**src/rtl/inst_fetch_ctrl_pkg.sv**
```systemverilog
// Shared constants and state encoding for the instruction-fetch responder.
package inst_fetch_ctrl_pkg;

    localparam int unsigned INST_ADDR_W = 32;
    localparam int unsigned INST_W      = 32;
    localparam int unsigned BYTE_W      = 8;
    localparam int unsigned CNT_W       = 2;

    localparam logic RST_ENABLE   = 1'b1;
    localparam logic CHIP_ENABLE  = 1'b1;
    localparam logic CHIP_DISABLE = 1'b0;

    typedef enum logic [1:0] {
        FETCH_IDLE = 2'b00,
        FETCH_BUSY = 2'b01,
        FETCH_LAST = 2'b10
    } fetch_state_e;

endpackage

```
**src/rtl/inst_fetch_ctrl.sv**
```systemverilog
// Fetches one 32-bit instruction as four big-endian bytes from a byte-wide
// synchronous memory, stalling the PC until the whole word is delivered.
module inst_fetch_ctrl
    import inst_fetch_ctrl_pkg::*;
(
    input  logic                   clk,
    input  logic                   rst,
    input  logic [INST_ADDR_W-1:0] pc,
    input  logic                   ce,
    output logic                   stall,
    output logic                   mem_ce,
    output logic [INST_ADDR_W-1:0] mem_addr,
    input  logic [BYTE_W-1:0]      mem_data,
    output logic [INST_W-1:0]      inst,
    output logic                   inst_valid,
    output logic                   addr_err
);

    fetch_state_e             state_q, state_d;
    logic [CNT_W-1:0]         cnt_q, cnt_d;
    logic [INST_ADDR_W-1:2]   addr_q, addr_d;
    logic [INST_W-1:0]        shadow_q, shadow_d;
    logic [INST_W-1:0]        inst_q, inst_d;
    logic                     inst_valid_q, inst_valid_d;
    logic                     addr_err_q, addr_err_d;
    logic                     stall_q, stall_d;
    logic                     mem_ce_q, mem_ce_d;
    logic [INST_ADDR_W-1:0]   mem_addr_q, mem_addr_d;
    // Read issued last cycle and its byte offset: data on mem_data now.
    logic                     rd_pend_q, rd_pend_d;
    logic [CNT_W-1:0]         rd_idx_q, rd_idx_d;

    always_comb begin
        state_d      = state_q;
        cnt_d        = cnt_q;
        addr_d       = addr_q;
        shadow_d     = shadow_q;
        inst_d       = inst_q;
        inst_valid_d = 1'b0;
        addr_err_d   = 1'b0;
        rd_pend_d    = mem_ce_q;
        rd_idx_d     = mem_addr_q[CNT_W-1:0];

        if (rd_pend_q) begin
            case (rd_idx_q)
                2'd0:    shadow_d[31:24] = mem_data;
                2'd1:    shadow_d[23:16] = mem_data;
                2'd2:    shadow_d[15:8]  = mem_data;
                default: shadow_d[7:0]   = mem_data;
            endcase
        end

        case (state_q)
            FETCH_IDLE: begin
                if (ce == CHIP_ENABLE) begin
                    if (pc[1:0] == 2'b00) begin
                        state_d = FETCH_BUSY;
                        cnt_d   = '0;
                        addr_d  = pc[INST_ADDR_W-1:2];
                    end else begin
                        inst_d       = '0;
                        inst_valid_d = 1'b1;
                        addr_err_d   = 1'b1;
                    end
                end
            end
            FETCH_BUSY: begin
                cnt_d = CNT_W'(cnt_q + 1'b1);
                if (cnt_q == 2'd3) begin
                    state_d = FETCH_LAST;
                end
            end
            FETCH_LAST: begin
                // Publish the complete word only once byte 3 is merged in.
                state_d      = FETCH_IDLE;
                inst_d       = shadow_d;
                inst_valid_d = 1'b1;
            end
            default: begin
                state_d = FETCH_IDLE;
            end
        endcase

        stall_d    = (state_d != FETCH_IDLE);
        mem_ce_d   = (state_d == FETCH_BUSY);
        mem_addr_d = mem_ce_d ? {addr_d, cnt_d} : '0;
    end

    always_ff @(posedge clk) begin
        if (rst == RST_ENABLE) begin
            state_q      <= FETCH_IDLE;
            cnt_q        <= '0;
            addr_q       <= '0;
            shadow_q     <= '0;
            inst_q       <= '0;
            inst_valid_q <= 1'b0;
            addr_err_q   <= 1'b0;
            stall_q      <= 1'b0;
            mem_ce_q     <= 1'b0;
            mem_addr_q   <= '0;
            rd_pend_q    <= 1'b0;
            rd_idx_q     <= '0;
        end else begin
            state_q      <= state_d;
            cnt_q        <= cnt_d;
            addr_q       <= addr_d;
            shadow_q     <= shadow_d;
            inst_q       <= inst_d;
            inst_valid_q <= inst_valid_d;
            addr_err_q   <= addr_err_d;
            stall_q      <= stall_d;
            mem_ce_q     <= mem_ce_d;
            mem_addr_q   <= mem_addr_d;
            rd_pend_q    <= rd_pend_d;
            rd_idx_q     <= rd_idx_d;
        end
    end

    assign stall      = stall_q;
    assign mem_ce     = mem_ce_q;
    assign mem_addr   = mem_addr_q;
    assign inst       = inst_q;
    assign inst_valid = inst_valid_q;
    assign addr_err   = addr_err_q;

endmodule

```
**config.mk**
```make
export PLATFORM = sky130hd
export DESIGN_NAME = inst_fetch_ctrl
export DESIGN_NICKNAME = d
export VERILOG_FILES = /design/src/rtl/inst_fetch_ctrl_pkg.sv /design/src/rtl/inst_fetch_ctrl.sv
export SDC_FILE = /design/constraint.sdc
export NUM_CORES = 1
export LEC_CHECK = 0
export CAP_MARGIN = 20
export CORE_MARGIN = 2
export CORE_UTILIZATION = 53
export DETAILED_ROUTE_END_ITERATION = 12
export PLACE_DENSITY_LB_ADDON = 0.3
export REMOVE_ABC_BUFFERS = 1
export SKIP_LAST_GASP = 1
export SLEW_MARGIN = 20
export SYNTH_ARGS = -nofsm -noshare
export SYNTH_HDL_FRONTEND = slang
export SYNTH_SLANG_ARGS = --single-unit
export TNS_END_PERCENT = 5
```
**constraint.sdc**
```tcl
create_clock -name clk -period 2.85 [get_ports clk]
set_input_delay 0.285 -clock clk [delete_from_list [all_inputs] [get_ports clk]]
set_output_delay 0.285 -clock clk [all_outputs]
set_load 0.02 [all_outputs]
```
# [Word level (Yosys, flattened, before mapping)]
# Cells that the tools add are included.
[totals] rom_bits=0 mem_count=0 ramBits=0 latchBits=0 ff_bits=137
[op_classes] shift=0 n_reduce_logical=9 eq_ne=8 mul=0 div=0 magnitude_cmp=0 muxes=21 n_bitwise=2 n_addsub=1
[ops] op="$mux 32" n=3
[ops] op="$mux 30" n=3
[ops] op="$pmux 32 s2" n=1
[ops] op="$mux 8" n=4
[ops] op="$mux 2" n=5
[ops] op="$pmux 2 s2" n=2
[ops] op="$eq 2x1->1 const B" n=3
[ops] op="$eq 2x2->1 const B" n=3
[ops] op="$logic_not 2->1" n=3
[ops] op="$ne 2x2->1 const B" n=2
[ops] op="$reduce_bool 2->1" n=2
[ops] op="$reduce_or 2->1" n=2
[ops] op="$reduce_and 3->1" n=1
[ops] op="$reduce_or 3->1" n=1
[ops] op="$add 2x1->2 const B" n=1
[ops] op="$mux 1" n=2
[ops] op="$not 1->1" n=2
[ops] op="$pmux 1 s2" n=1

# [Logic depth before layout (Yosys ltp)]
[depth] ltp_word=7 mapped_depth=5

# [Least setup slack after synthesis]
# No wires, ideal clock.
[synth_path] kind="flip-flop to flip-flop" from="reg state_q[1]" to="reg cnt_q[1]" arrival_ns=1.096 setup_slack_ns=1.621 setup_ns=0.132 stages_incl_launch_ff=5 n_path_buf=1 synth_period_minus_slack_ns=1.229 path_cell_list="dfxtp_1 -> buf_2 -> or4b_1 -> nand3_1 -> a21oi_1"
[synth_via] elab_chain_len=2
[synth_rtl] item="from (decl)" line="inst_fetch_ctrl.sv:19" text="fetch_state_e state_q, state_d;"
[synth_rtl] item="from (signal assigned)" line="inst_fetch_ctrl.sv:104" text="state_q <= state_d;"
[synth_rtl] item="$eq 2x1->1 / $logic_not 2->1 (equally long branches)" line="inst_fetch_ctrl.sv:53" text="case (state_q)"
[synth_rtl] item="$pmux 2 s2 (*)" line="inst_fetch_ctrl.sv:53"
[synth_rtl] item="to (signal assigned)" line="inst_fetch_ctrl.sv:105" text="cnt_q <= cnt_d;"
[synth_rtl] item="to (decl)" line="inst_fetch_ctrl.sv:20" text="logic [CNT_W-1:0] cnt_q, cnt_d;"
# Mark *: on every way between the ends. The rest lies on a longest branch, timed or not.
# A chain may end at the register's enable or synchronous reset.

# [Worst setup path after layout]
[layout_path] from="reg mem_addr_q[21], in the netlist mem_addr[21]" to="out mem_addr[21]"
[layout_rtl] item="from (decl)" line="inst_fetch_ctrl.sv:28" text="logic [INST_ADDR_W-1:0] mem_addr_q, mem_addr_d;"
[layout_rtl] item="from (signal assigned)" line="inst_fetch_ctrl.sv:113" text="mem_addr_q <= mem_addr_d;"
[layout_rtl] item="to (decl)" line="inst_fetch_ctrl.sv:12" text="output logic [INST_ADDR_W-1:0] mem_addr,"
# No word-level cell between the ends.

==> metrics.yaml <==
floorplan:
  dieWidth_um: 97.7
  rows: 34
  start_util_pct: 54.1
  ios: 111
  fp.dieH_um: 97.7
  dieArea_um2: 9540
  core_region_area_um2: 8590
global_routing:
  grt_use_total_pct: 22.5
  grt_pass1_wl_um: 17100
  grt_pass1_vias: 3473
  antenna_found_initial: 0
  overflow: 0
  grt_max_degree: 61
timing:
  hold_violations: 0
  holdWs_ns: 0.127
  fin_setup_tns_ns: 0
  finalWorstPathRequiredPeriod_ns: 1.76
  final-setup-viol-count: 0
  skew_ns: 0.0102
  slew_headroom_pct: 40.3
  rsz0062_at_grt: "no"
  final_max_slew_viol_count: 0
  period_share_pct: 61.7
  worst_slew_pin_slew_ns: 0.896
  max_freq_mhz: 568
route:
  antenna_left: 0
  route.detailed.drc: 0
  via_per_inst: 5.51
  dr.pass1.iters: 4
  vias: 3598
  routed_wl_um: 10700
  drtIter0Drc: 127
  route.detailed.wl_per_inst_um: 16.3
power_and_ir_drop:
  ir_drop_mv: 0.380
  combPwrFrac_pct: 5.2
  seq_power_share_pct: 44.4
  switching_share_pct: 22.1
  p_leak_nw: 2.38
  power-per-cell-area_nw_per_um2: 692
  p_int_mw: 3.43
  power_switching_uw: 972
  pwr-share-clk_pct: 50.3
cells_and_area:
  final_common_cell: "dfxtp_1"
  area_growth_pct: 36.9
  fin_area_um2: 6360
  layout_common_cells: "dfxtp_1 (137), clkdlybuf4s50_1 (109), a21oi_1 (63)"
  nNetsFinal: 576
  fillCellCount: 625
  drive_gt1_share_pct: 14.9
  diodes: 0
clock_tree:
  hold_buffers: 0
  cts_resized: 0
  cts_setup_buffers: 0
  clockRootBuffer: "clkbuf_8"
  clk_pin_slew_ns: 0.06
  h-tree-depth: 4
  cts_buffer_depth: 2
  clock-sinks: 137
  numCtsBuffers: 17
  cts_tree: "built"
  clkLatencyLatePin_ns: 0.51
worst_setup_path:
  cp_slowest_cell: "clkdlybuf4s50_1"
  critical_path.max_stage_delay_ns: 0.63
  r2r_slack_ns: 1.16
  cpLargestDelayFamily: "buffers and inverters"
  path_buf_inv: 1
  critPathKind: "reg -> out"
  critPathArrivalTime_ns: 1.47
  worstSetupStartpointType: "flop"
  path_cells: "clkdlybuf4s50_1"
  worst_ep_required_time_ns: 2.57
  worst-path-max-fanout: 1
  endpoint_kind: "primary output"
yosys:
  synth_cell_type_count: 31
  yosysWarnings: 0
  syn_inst: 429
  syn_area_um2: 4650
  synth-seq-area-share_pct: 59.0
  synth-seq-cells: 137
  synth_area_per_cell_um2: 10.8
place:
  port_buffers: 110
  gp_congestion: 0.802
  place_area_um2: 5750
  hpwl_um: 6480
job:
  maxCapViolations: 0
hold_path:
  min_path_type: "in -> reg"
run_status:
  run_status: "completed"
-- registers in the layout, indices dropped and copies added (netlist names) --
signal,flops
stall,1
cnt_q,2
inst,32
shadow_q,32
mem_addr,32
addr_q,30
mem_ce,1
state_q,2
addr_err,1
rd_idx_q,2
inst_valid,1
rd_pend_q,1
-- cell type report --
| cell class | count | area (um^2) | area share (%) |
|---|---|---|---|
| clock buffers | 19 | 442 | 6.94 |
| clock inverters | 13 | 169 | 2.65 |
| inverters | 4 | 15.0 | 0.236 |
| multi-input cells | 254 | 1710 | 26.8 |
| flip-flops and latches | 137 | 2740 | 43.1 |
| well taps | 108 | 135 | 2.12 |
| repair buffers | 118 | 1160 | 18.2 |
-- routing by layer --
| metal | global-route usage (%) | part of all wire [%] |
|---|---|---|
| met5 | 0 | 0 |
| met4 | 8.33 | 1.0 |
| met3 | 6.26 | 6.2 |
| met2 | 38.6 | 51 |
| met1 | 27.0 | 42 |
-- through the flow --
| step | power (mW) | utilization (%) | cells | setup slack (ns) |
|---|---|---|---|---|
| floorplan | 2.09 | - | 395 | 0.404 |
| global placement | 2.22 | 67.0 | 621 | 0.902 |
| detailed placement | 2.23 | 67.0 | 621 | 0.864 |
| CTS | 4.43 | 74.1 | 653 | 1.06 |
| global route | 4.55 | 74.1 | 653 | 1.03 |
| finish | 4.40 | 74.1 | 653 | 1.09 |
-- kinds of logic after synthesis --
family | share of synthesized area (%)
DFF | 59.0
AOI/OAI and AO/OA | 19.4
and+or+nand+nor | 9.82
buffers and inverters | 4.60
muxes | 6.89
adders and majority gates | 0.269
-- power by group through the flow --
stage	logic, mW	registers [mW]	clock network, mW
detailed placement	0.228	2.00	0
finish	0.230	1.96	2.22
CTS	0.231	1.96	2.24
global placement	0.224	2.00	0
global route	0.248	1.96	2.34
floorplan	0.0887	2.01	0
-- synth_stat cells (all sizes together) --
cell type	n	area, um^2
a21oi	63	315
a311oi	1	8.76
and3	1	6.26
buf	29	180
clkbuf	5	18.8
dfxtp	137	2740
ha	1	12.5
inv	4	15.0
mux2i	32	320
nand2	4	15.0
nand2b	1	6.26
nand3	33	170
nand3b	2	15.0
nor2	36	135
nor2b	5	31.3
nor3b	3	22.5
nor4	1	6.26
nor4b	1	15.0
o21a	2	15.0
o21ai	31	264
o22ai	1	20.0
o2bb2ai	32	280
or2	2	12.5
or3b	1	11.3
or4b	1	10.0
-- worst paths after layout --
kind                 from  cells past startpoint      endpoint
max reg2reg    state_q[1]                      3    addr_q[31]
max          mem_addr[21]                      1  mem_addr[21]
min reg2reg    addr_q[21]                      2    addr_q[21]
min                   rst                      2  shadow_q[14]
Note: power is estimated with default switching activity, not from simulation.
